**config.mk**
```make
export PLATFORM = sky130hd
export DESIGN_NAME = muldiv_unit
export DESIGN_NICKNAME = d
export VERILOG_FILES = /design/src/rtl/muldiv_unit.sv
export SDC_FILE = /design/constraint.sdc
export NUM_CORES = 1
export LEC_CHECK = 0
export BUFFER_PORTS_ARGS = -buffer_cell sky130_fd_sc_hd__buf_2
export CORE_AREA = 2 2 209 211
export DETAILED_ROUTE_END_ITERATION = 10
export DIE_AREA = 0 0 211 213
export HOLD_SLACK_MARGIN = 0.15
export PLACE_DENSITY_LB_ADDON = 0.12
export SKIP_LAST_GASP = 1
export SYNTH_ARGS = -nofsm -noshare
export SYNTH_HDL_FRONTEND = slang
export SYNTH_SLANG_ARGS = --single-unit
```
**constraint.sdc**
```tcl
create_clock -name clk -period 4 [get_ports clk]
set_clock_uncertainty 0.05 [all_clocks]
set_input_delay 0.8 -clock clk [delete_from_list [all_inputs] [get_ports clk]]
set_output_delay 0.8 -clock clk [all_outputs]
set_load 0.005 [all_outputs]
```
**src/rtl/muldiv_unit.sv**
```systemverilog
// muldiv_unit
//   Multi-cycle multiply/divide unit with architectural HI/LO registers,
//   decoded straight from the R-type funct field. mult/multu run a radix-2
//   shift-add multiply and div/divu a restoring divide, each over WIDTH
//   cycles, then one FIX cycle applies signs and writes {hi,lo}. Fixed
//   latency of WIDTH+2 cycles from the start cycle to done.
//
// Ports
//   clk     rising-edge clock
//   reset   synchronous, active-high
//   start   request valid this cycle
//   funct   R-type funct field
//   a, b    rs / rt operands
//   busy    iterative operation in progress
//   done    one-cycle pulse, new hi/lo valid this cycle
//   stall   request cannot be accepted (combinational)
//   hi, lo  architectural HI/LO registers
//   result  hi for mfhi, lo for mflo, else 0 (combinational)
module muldiv_unit #(
  parameter int WIDTH = 32
) (
  input  logic             clk,
  input  logic             reset,
  input  logic             start,
  input  logic [5:0]       funct,
  input  logic [WIDTH-1:0] a,
  input  logic [WIDTH-1:0] b,
  output logic             busy,
  output logic             done,
  output logic             stall,
  output logic [WIDTH-1:0] hi,
  output logic [WIDTH-1:0] lo,
  output logic [WIDTH-1:0] result
);

  localparam logic [5:0] F_MFHI  = 6'b010000;
  localparam logic [5:0] F_MTHI  = 6'b010001;
  localparam logic [5:0] F_MFLO  = 6'b010010;
  localparam logic [5:0] F_MTLO  = 6'b010011;
  localparam logic [5:0] F_MULT  = 6'b011000;
  localparam logic [5:0] F_MULTU = 6'b011001;
  localparam logic [5:0] F_DIV   = 6'b011010;
  localparam logic [5:0] F_DIVU  = 6'b011011;

  localparam int            CW   = $clog2(WIDTH);
  localparam logic [CW-1:0] LAST = CW'(WIDTH - 1);

  typedef enum logic [1:0] {IDLE, MUL, DIV, FIX} state_t;

  state_t             state;
  logic [CW-1:0]      count;
  logic [2*WIDTH-1:0] acc;       // mul: {partial product, multiplier}; div: {remainder, quotient}
  logic [WIDTH-1:0]   opb;       // multiplicand or divisor magnitude
  logic [WIDTH-1:0]   a_raw;     // unmodified dividend, returned in hi on divide by zero
  logic               sign_a;
  logic               sign_b;
  logic               is_signed;
  logic               is_div;

  logic               known_op;
  logic               op_signed;
  logic [WIDTH-1:0]   mag_a;
  logic [WIDTH-1:0]   mag_b;
  logic [WIDTH:0]     mul_sum;
  logic [2*WIDTH-1:0] mul_next;
  logic [WIDTH:0]     div_shift;
  logic [WIDTH:0]     div_diff;
  logic [2*WIDTH-1:0] div_next;
  logic [2*WIDTH-1:0] prod;
  logic [WIDTH-1:0]   fix_hi;
  logic [WIDTH-1:0]   fix_lo;

  assign known_op = funct inside {F_MFHI, F_MTHI, F_MFLO, F_MTLO,
                                  F_MULT, F_MULTU, F_DIV, F_DIVU};
  assign busy     = (state != IDLE);
  assign stall    = start & busy & known_op;

  // mult and div have funct[0] = 0; the unsigned forms have funct[0] = 1.
  assign op_signed = ~funct[0];
  assign mag_a     = (op_signed && a[WIDTH-1]) ? -a : a;
  assign mag_b     = (op_signed && b[WIDTH-1]) ? -b : b;

  // Shift-add step: add the multiplicand into the upper half when the
  // current multiplier bit is set, then shift the whole accumulator right.
  assign mul_sum  = {1'b0, acc[2*WIDTH-1:WIDTH]} + (acc[0] ? {1'b0, opb} : '0);
  assign mul_next = {mul_sum, acc[WIDTH-1:1]};

  // Restoring step: shift the next dividend bit into the remainder and
  // subtract when it does not borrow. The remainder stays below the divisor,
  // so a set MSB of the difference means "borrow".
  assign div_shift = acc[2*WIDTH-1:WIDTH-1];
  assign div_diff  = div_shift - {1'b0, opb};
  assign div_next  = div_diff[WIDTH]
                   ? {div_shift[WIDTH-1:0], acc[WIDTH-2:0], 1'b0}
                   : {div_diff[WIDTH-1:0],  acc[WIDTH-2:0], 1'b1};

  assign prod = (is_signed && (sign_a ^ sign_b)) ? -acc : acc;

  always_comb begin
    // NOTE: every output of a combinational block gets a default first so
    // no path leaves it unassigned, which would infer a latch.
    fix_hi = prod[2*WIDTH-1:WIDTH];
    fix_lo = prod[WIDTH-1:0];
    if (is_div) begin
      if (opb == '0) begin
        fix_lo = '1;
        fix_hi = a_raw;
      end else begin
        fix_lo = (is_signed && (sign_a ^ sign_b)) ? -acc[WIDTH-1:0] : acc[WIDTH-1:0];
        fix_hi = (is_signed && sign_a) ? -acc[2*WIDTH-1:WIDTH] : acc[2*WIDTH-1:WIDTH];
      end
    end
  end

  always_comb begin
    result = '0;
    if (funct == F_MFHI)      result = hi;
    else if (funct == F_MFLO) result = lo;
  end

  // NOTE: all state here is updated with non-blocking assignments so every
  // register samples the pre-edge values, whatever the statement order.
  always_ff @(posedge clk) begin
    if (reset) begin
      state     <= IDLE;
      count     <= '0;
      acc       <= '0;
      opb       <= '0;
      a_raw     <= '0;
      sign_a    <= 1'b0;
      sign_b    <= 1'b0;
      is_signed <= 1'b0;
      is_div    <= 1'b0;
      hi        <= '0;
      lo        <= '0;
      done      <= 1'b0;
    end else begin
      done <= 1'b0;
      unique case (state)
        IDLE: begin
          if (start) begin
            case (funct)
              F_MULT, F_MULTU, F_DIV, F_DIVU: begin
                acc       <= {{WIDTH{1'b0}}, mag_a};
                opb       <= mag_b;
                a_raw     <= a;
                sign_a    <= a[WIDTH-1];
                sign_b    <= b[WIDTH-1];
                is_signed <= op_signed;
                is_div    <= funct[1];
                count     <= '0;
                state     <= funct[1] ? DIV : MUL;
              end
              F_MTHI:  hi <= a;
              F_MTLO:  lo <= a;
              default: ;
            endcase
          end
        end
        MUL: begin
          acc   <= mul_next;
          count <= count + 1'b1;
          if (count == LAST) state <= FIX;
        end
        DIV: begin
          acc   <= div_next;
          count <= count + 1'b1;
          if (count == LAST) state <= FIX;
        end
        FIX: begin
          hi    <= fix_hi;
          lo    <= fix_lo;
          done  <= 1'b1;
          state <= IDLE;
        end
        default: state <= IDLE;
      endcase
    end
  end

endmodule

```
# Word level (Yosys, flattened, before mapping)
# Index checks and enable logic that the tools add are counted.
# Widths: inputs -> output; s select.
# word_totals
ff_bits,204
in_bits,73
output_inout_bits,99
wordCells,91
# op_classes
add_sub_neg,8
eq_ne,17
mux,31
bitwise,4
n_reduce_logical,19
# op_table
cell,count
$mux 32,15
$mux 64,4
$pmux 64 s3,1
$neg 32->32,4
$pmux 32 s2,2
$neg 64->64,1
$eq 6x5->1 const B,8
$add 32x32->33,1
$sub 33x32->33,1
$logic_not 32->1,1
$reduce_and 3->1,6
$mux 5,2
$pmux 5 s2,1
$mux 2,4
$reduce_bool 8->1,1
$ne 2x2->1 const B,3
$pmux 2 s3,1
$reduce_bool 2->1,3
$add 5x1->5 const B,1
$eq 5x5->1 const B,1
$eq 2x2->1 const B,2
$logic_and 1x1->1,4
$ne 2x1->1 const B,2
$reduce_or 4->1,1
other kinds (8),9

# Depth between registers and ports, before layout
# logic_depth
depth_word,6
ltp_mapped,14
depth_no_buf,13

# Worst setup path before layout
# Ideal clock, no wire load.
# synth_path
kind,register -> register
start,register acc[32]
end,register acc[42]
setup_time_ns,0.132
arrival_ns,3.505
required_time_ns,3.818
setup_slack_ns,0.313
path_stages_with_launch,14
path_buffers,2
synth_period_minus_slack_ns,3.687
path_cell_list,dfxtp_1 > clkbuf_1 > inv_1 > fa_1 > nand2b_1 > a21oi_1 > o21ai_0 > a2111oi_0 > nor2_1 > o211ai_2 > buf_4 > mux2_2 > a222oi_1 > nor3_1
# synth_between
elab_chain_len,3
word_cells_on_any_way,4
cone_classes,add/sub (2); mux (2)
# synth_rtl
item,line_no,rtl
start: declaration,52,logic [2*WIDTH-1:0] acc;
start signal: assignment,144,"acc <= {{WIDTH{1'b0}}, mag_a};"
start signal: assignment,161,acc <= mul_next;
start signal: assignment,166,acc <= div_next;
$sub 33x32->33,92,"assign div_diff = div_shift - {1'b0, opb};"
$mux 64,94,"? {div_shift[WIDTH-1:0], acc[WIDTH-2:0], 1'b0}"
$pmux 64 s3 *,139,unique case (state)
# Every way passes the cells marked *; elsewhere a longest branch is shown, timed or not.
# A chain may end at the register's enable or synchronous reset.

# Worst setup path in the final report
# layout_path
start,register acc[0]
end,register acc[62]
# layout_between
elab_chain_len,3
# layout_rtl
item,line_no,rtl
$mux 32,85,"assign mul_sum = {1'b0, acc[2*WIDTH-1:WIDTH]} + (acc[0] ? {1'b0, opb} : '0);"
$add 32x32->33,85,
$pmux 64 s3,139,
# No other way between the ends.

==> out/results.txt <==
status: completed
placed inst area: 0.0187 mm²
post-layout util: 0.459
vias: 18800
Ys Warns: 0
core box area: 0.0427 mm²
die area: 0.0449 mm²
Avg Cell Area, Syn: 7.12 µm²
Sink Count: 203
RSZ-0062 raised after global routing: no
antenna viol nets, final: 0
final setup fails: 0
Main synth FF type: dfxtp_1
CP Max Fanout: 22
RR Startpoint: acc[0]
# H-tree levels: 1
Worst Setup EP: acc[62]
TritonCTS clock tree: yes
first-pass GRT wire length: 108000 µm
Starting Density: 0.397
commonest cells in the synthesized netlist: nand2_1, a21oi_1, nor2_1
initial antenna violation count: 6
Final period util: 0.960
Peak Freq: 260 MHz
leading area contributor after synthesis: dfxtp_1
peak supply drop: 0.263 mV
1st-pass router iterations: 6
top-count cell post-synth: nand2_1
Rel. slew slack: 0.182
cells after synthesis: 2381
Net Count, Synth: 2530
largest net degree at the start of global routing: 81
Area Growth Syn to Fin: 15.6%
RePlAce Congestion: 0.958
clk root buf: clkbuf_16
Total Routing Usage GR: 0.312
Final Hold Fails: 0
setup tns final: 0 ns
Max-Cap Viols: 0
pwr dens: 418 mW/mm²
Overall Power: 8190 µW
# DRC: 0
share of layout cells above drive strength 1: 0.149
Skew-Pair Late Insertion Delay: 0.57 ns
grt ovf: 0
Die Y-Extent: 213 µm
LEAKAGE: 0.00793 µW
Post-Syn Area: 0.0170 mm²
Slew Viols, Final: 0
Initial DRC Count: 1527
sequential element share of the synthesized area: 0.240
post-route minimum period: 3.84 ns
Total Nets Final: 2647
Worst Hold Class: register to register
TritonCTS Buffers: 26
reg2reg end: acc[62]
DIE WIDTH: 211 µm
num rows: 76
clock tree buffer depth: 3
vias in the first global route: 17600
design area: 0.0196 mm²
I/O pins: 172
CP Launch Type: register
WL/cell: 23.5 µm
r2r worst-path depth: 13
via density per instance: 6.12
Worst Path Required: 4.38 ns
largest cells by area after synthesis: dfxtp_1, a21oi_1, nand2_1, ha_1, nor2_1
CP startpoint: acc[0]
Worst setup EP type: register
Post-synth EDFFs: 0
I/O Buffers: 171
critical path class: register to register
flop-to-flop setup slack: 0.16 ns
Worst Path Arrival: 4.22 ns
Worst-Margin Slew: 1.23 ns
post-synth cell types: 80
Yosys reg bits: 203
Clk pin slew, worst setup/hold paths: 0.06 ns
Routed WL: 72200 µm
detailed placement HPWL: 55500 µm
Synth top area share: 0.240
FFs w/ async S/R, synth: 0
## through the flow
| step | setup WS, ns | cells | hold slack, ns |
|---|---|---|---|
| final | 0.161 | 3067 | 0.402 |
| after floorplan | 0.313 | 2381 | 0.384 |
| after global routing | 0.0612 | 3066 | 0.426 |
| after CTS | 0.108 | 3063 | 0.405 |
| after detailed placement | 0.164 | 3016 | 0.397 |
| after global placement | 0.192 | 3016 | 0.393 |
## area by class of cell
cell class              count  area (µm²)
diodes                      4        10.0
clock buffers              37         773
flip-flops and latches    203        4060
fillers                  4403       23100
multi-input cells        1921       11900
clock inverters            10         150
inverters                  65         244
well taps                 546         683
repair buffers            281        1740
## worst min path at each step
stage	startpoint	to	slack [ns]	cells after the start
detailed placement	a_raw[15]	a_raw[15]	0.40	2
finish	a_raw[27]	a_raw[27]	0.40	2
global placement	a_raw[25]	a_raw[25]	0.39	2
floorplan	a_raw[25]	a_raw[25]	0.38	2
CTS	a_raw[15]	a_raw[15]	0.40	2
global route	a_raw[18]	a_raw[18]	0.43	2
## metal layers
layer,global-route usage,up-vias,wire length [µm]
li1,-,8898,-
met1,0.385,8921,29600
met2,0.531,791,33700
met3,0.0410,170,4760
met4,0.168,4,4100
met5,0,-,28
## power breakdown
part           internal (µW)  switching [µW]
logic                   1140            2240
clock network           1590             990
registers               2110             123
total                   4840            3350
## what timing repair did
item	4_1_cts	5_1_grt
setup endpoints to repair	0	21
hold buffers	0	0
setup buffers	0	0
gates resized for setup	0	2
## registers in the layout, indices dropped and copies added (netlist names)
name	flops
acc	64
is_div	1
done	1
a_raw	32
count	5
opb	32
hi	32
is_signed	1
state	2
sign_b	1
lo	32
## critical path: stages, from the launching register on
cell      delay [ns]
dfxtp_1         0.34
inv_1           0.14
buf_12          0.19
nor2_1          0.06
ha_1            0.37
nand2_1         0.13
or2_2           0.32
or4_1           0.47
o22ai_1         0.33
o221ai_1        0.27
o31a_1          0.40
o21ai_0         0.34
xnor2_1         0.18
o21ai_0         0.09
## cells in the final DEF (no fill, tap or decap), types with 11 or more instances in the layout
| cell type | count |
|---|---|
| nand2_1 | 332 |
| mux2i_1 | 40 |
| nor2_1 | 244 |
| buf_2 | 170 |
| xnor2_1 | 86 |
| nand4_1 | 19 |
| buf_4 | 106 |
| o221ai_1 | 40 |
| o31ai_1 | 21 |
| inv_1 | 64 |
| or3_1 | 16 |
| o211ai_1 | 56 |
| a211oi_1 | 50 |
| nand2b_1 | 26 |
| a222oi_1 | 16 |
| nor3_1 | 60 |
| o21a_1 | 11 |
| xor2_1 | 80 |
| clkbuf_16 | 27 |
| a22oi_1 | 38 |
| dfxtp_1 | 203 |
| ha_1 | 70 |
| and3_1 | 18 |
| and2_1 | 12 |
| nor2b_1 | 14 |
| mux2_2 | 19 |
| nand3_1 | 32 |
| o21ai_0 | 104 |
| a21oi_1 | 276 |
| nor4_1 | 33 |
| a31oi_1 | 26 |
| a21o_1 | 24 |
## logic make-up after synthesis
| family | share of synthesized area |
|---|---|
| flip-flops | 0.240 |
| adder cells (fa/ha/maj) | 0.0570 |
| AND/OR/NAND/NOR | 0.230 |
| buffers and inverters | 0.0607 |
| multiplexers | 0.0362 |
| AO/OA/AOI/OAI | 0.291 |
| XOR/XNOR | 0.0857 |
Power figures use the tool's default switching activity.
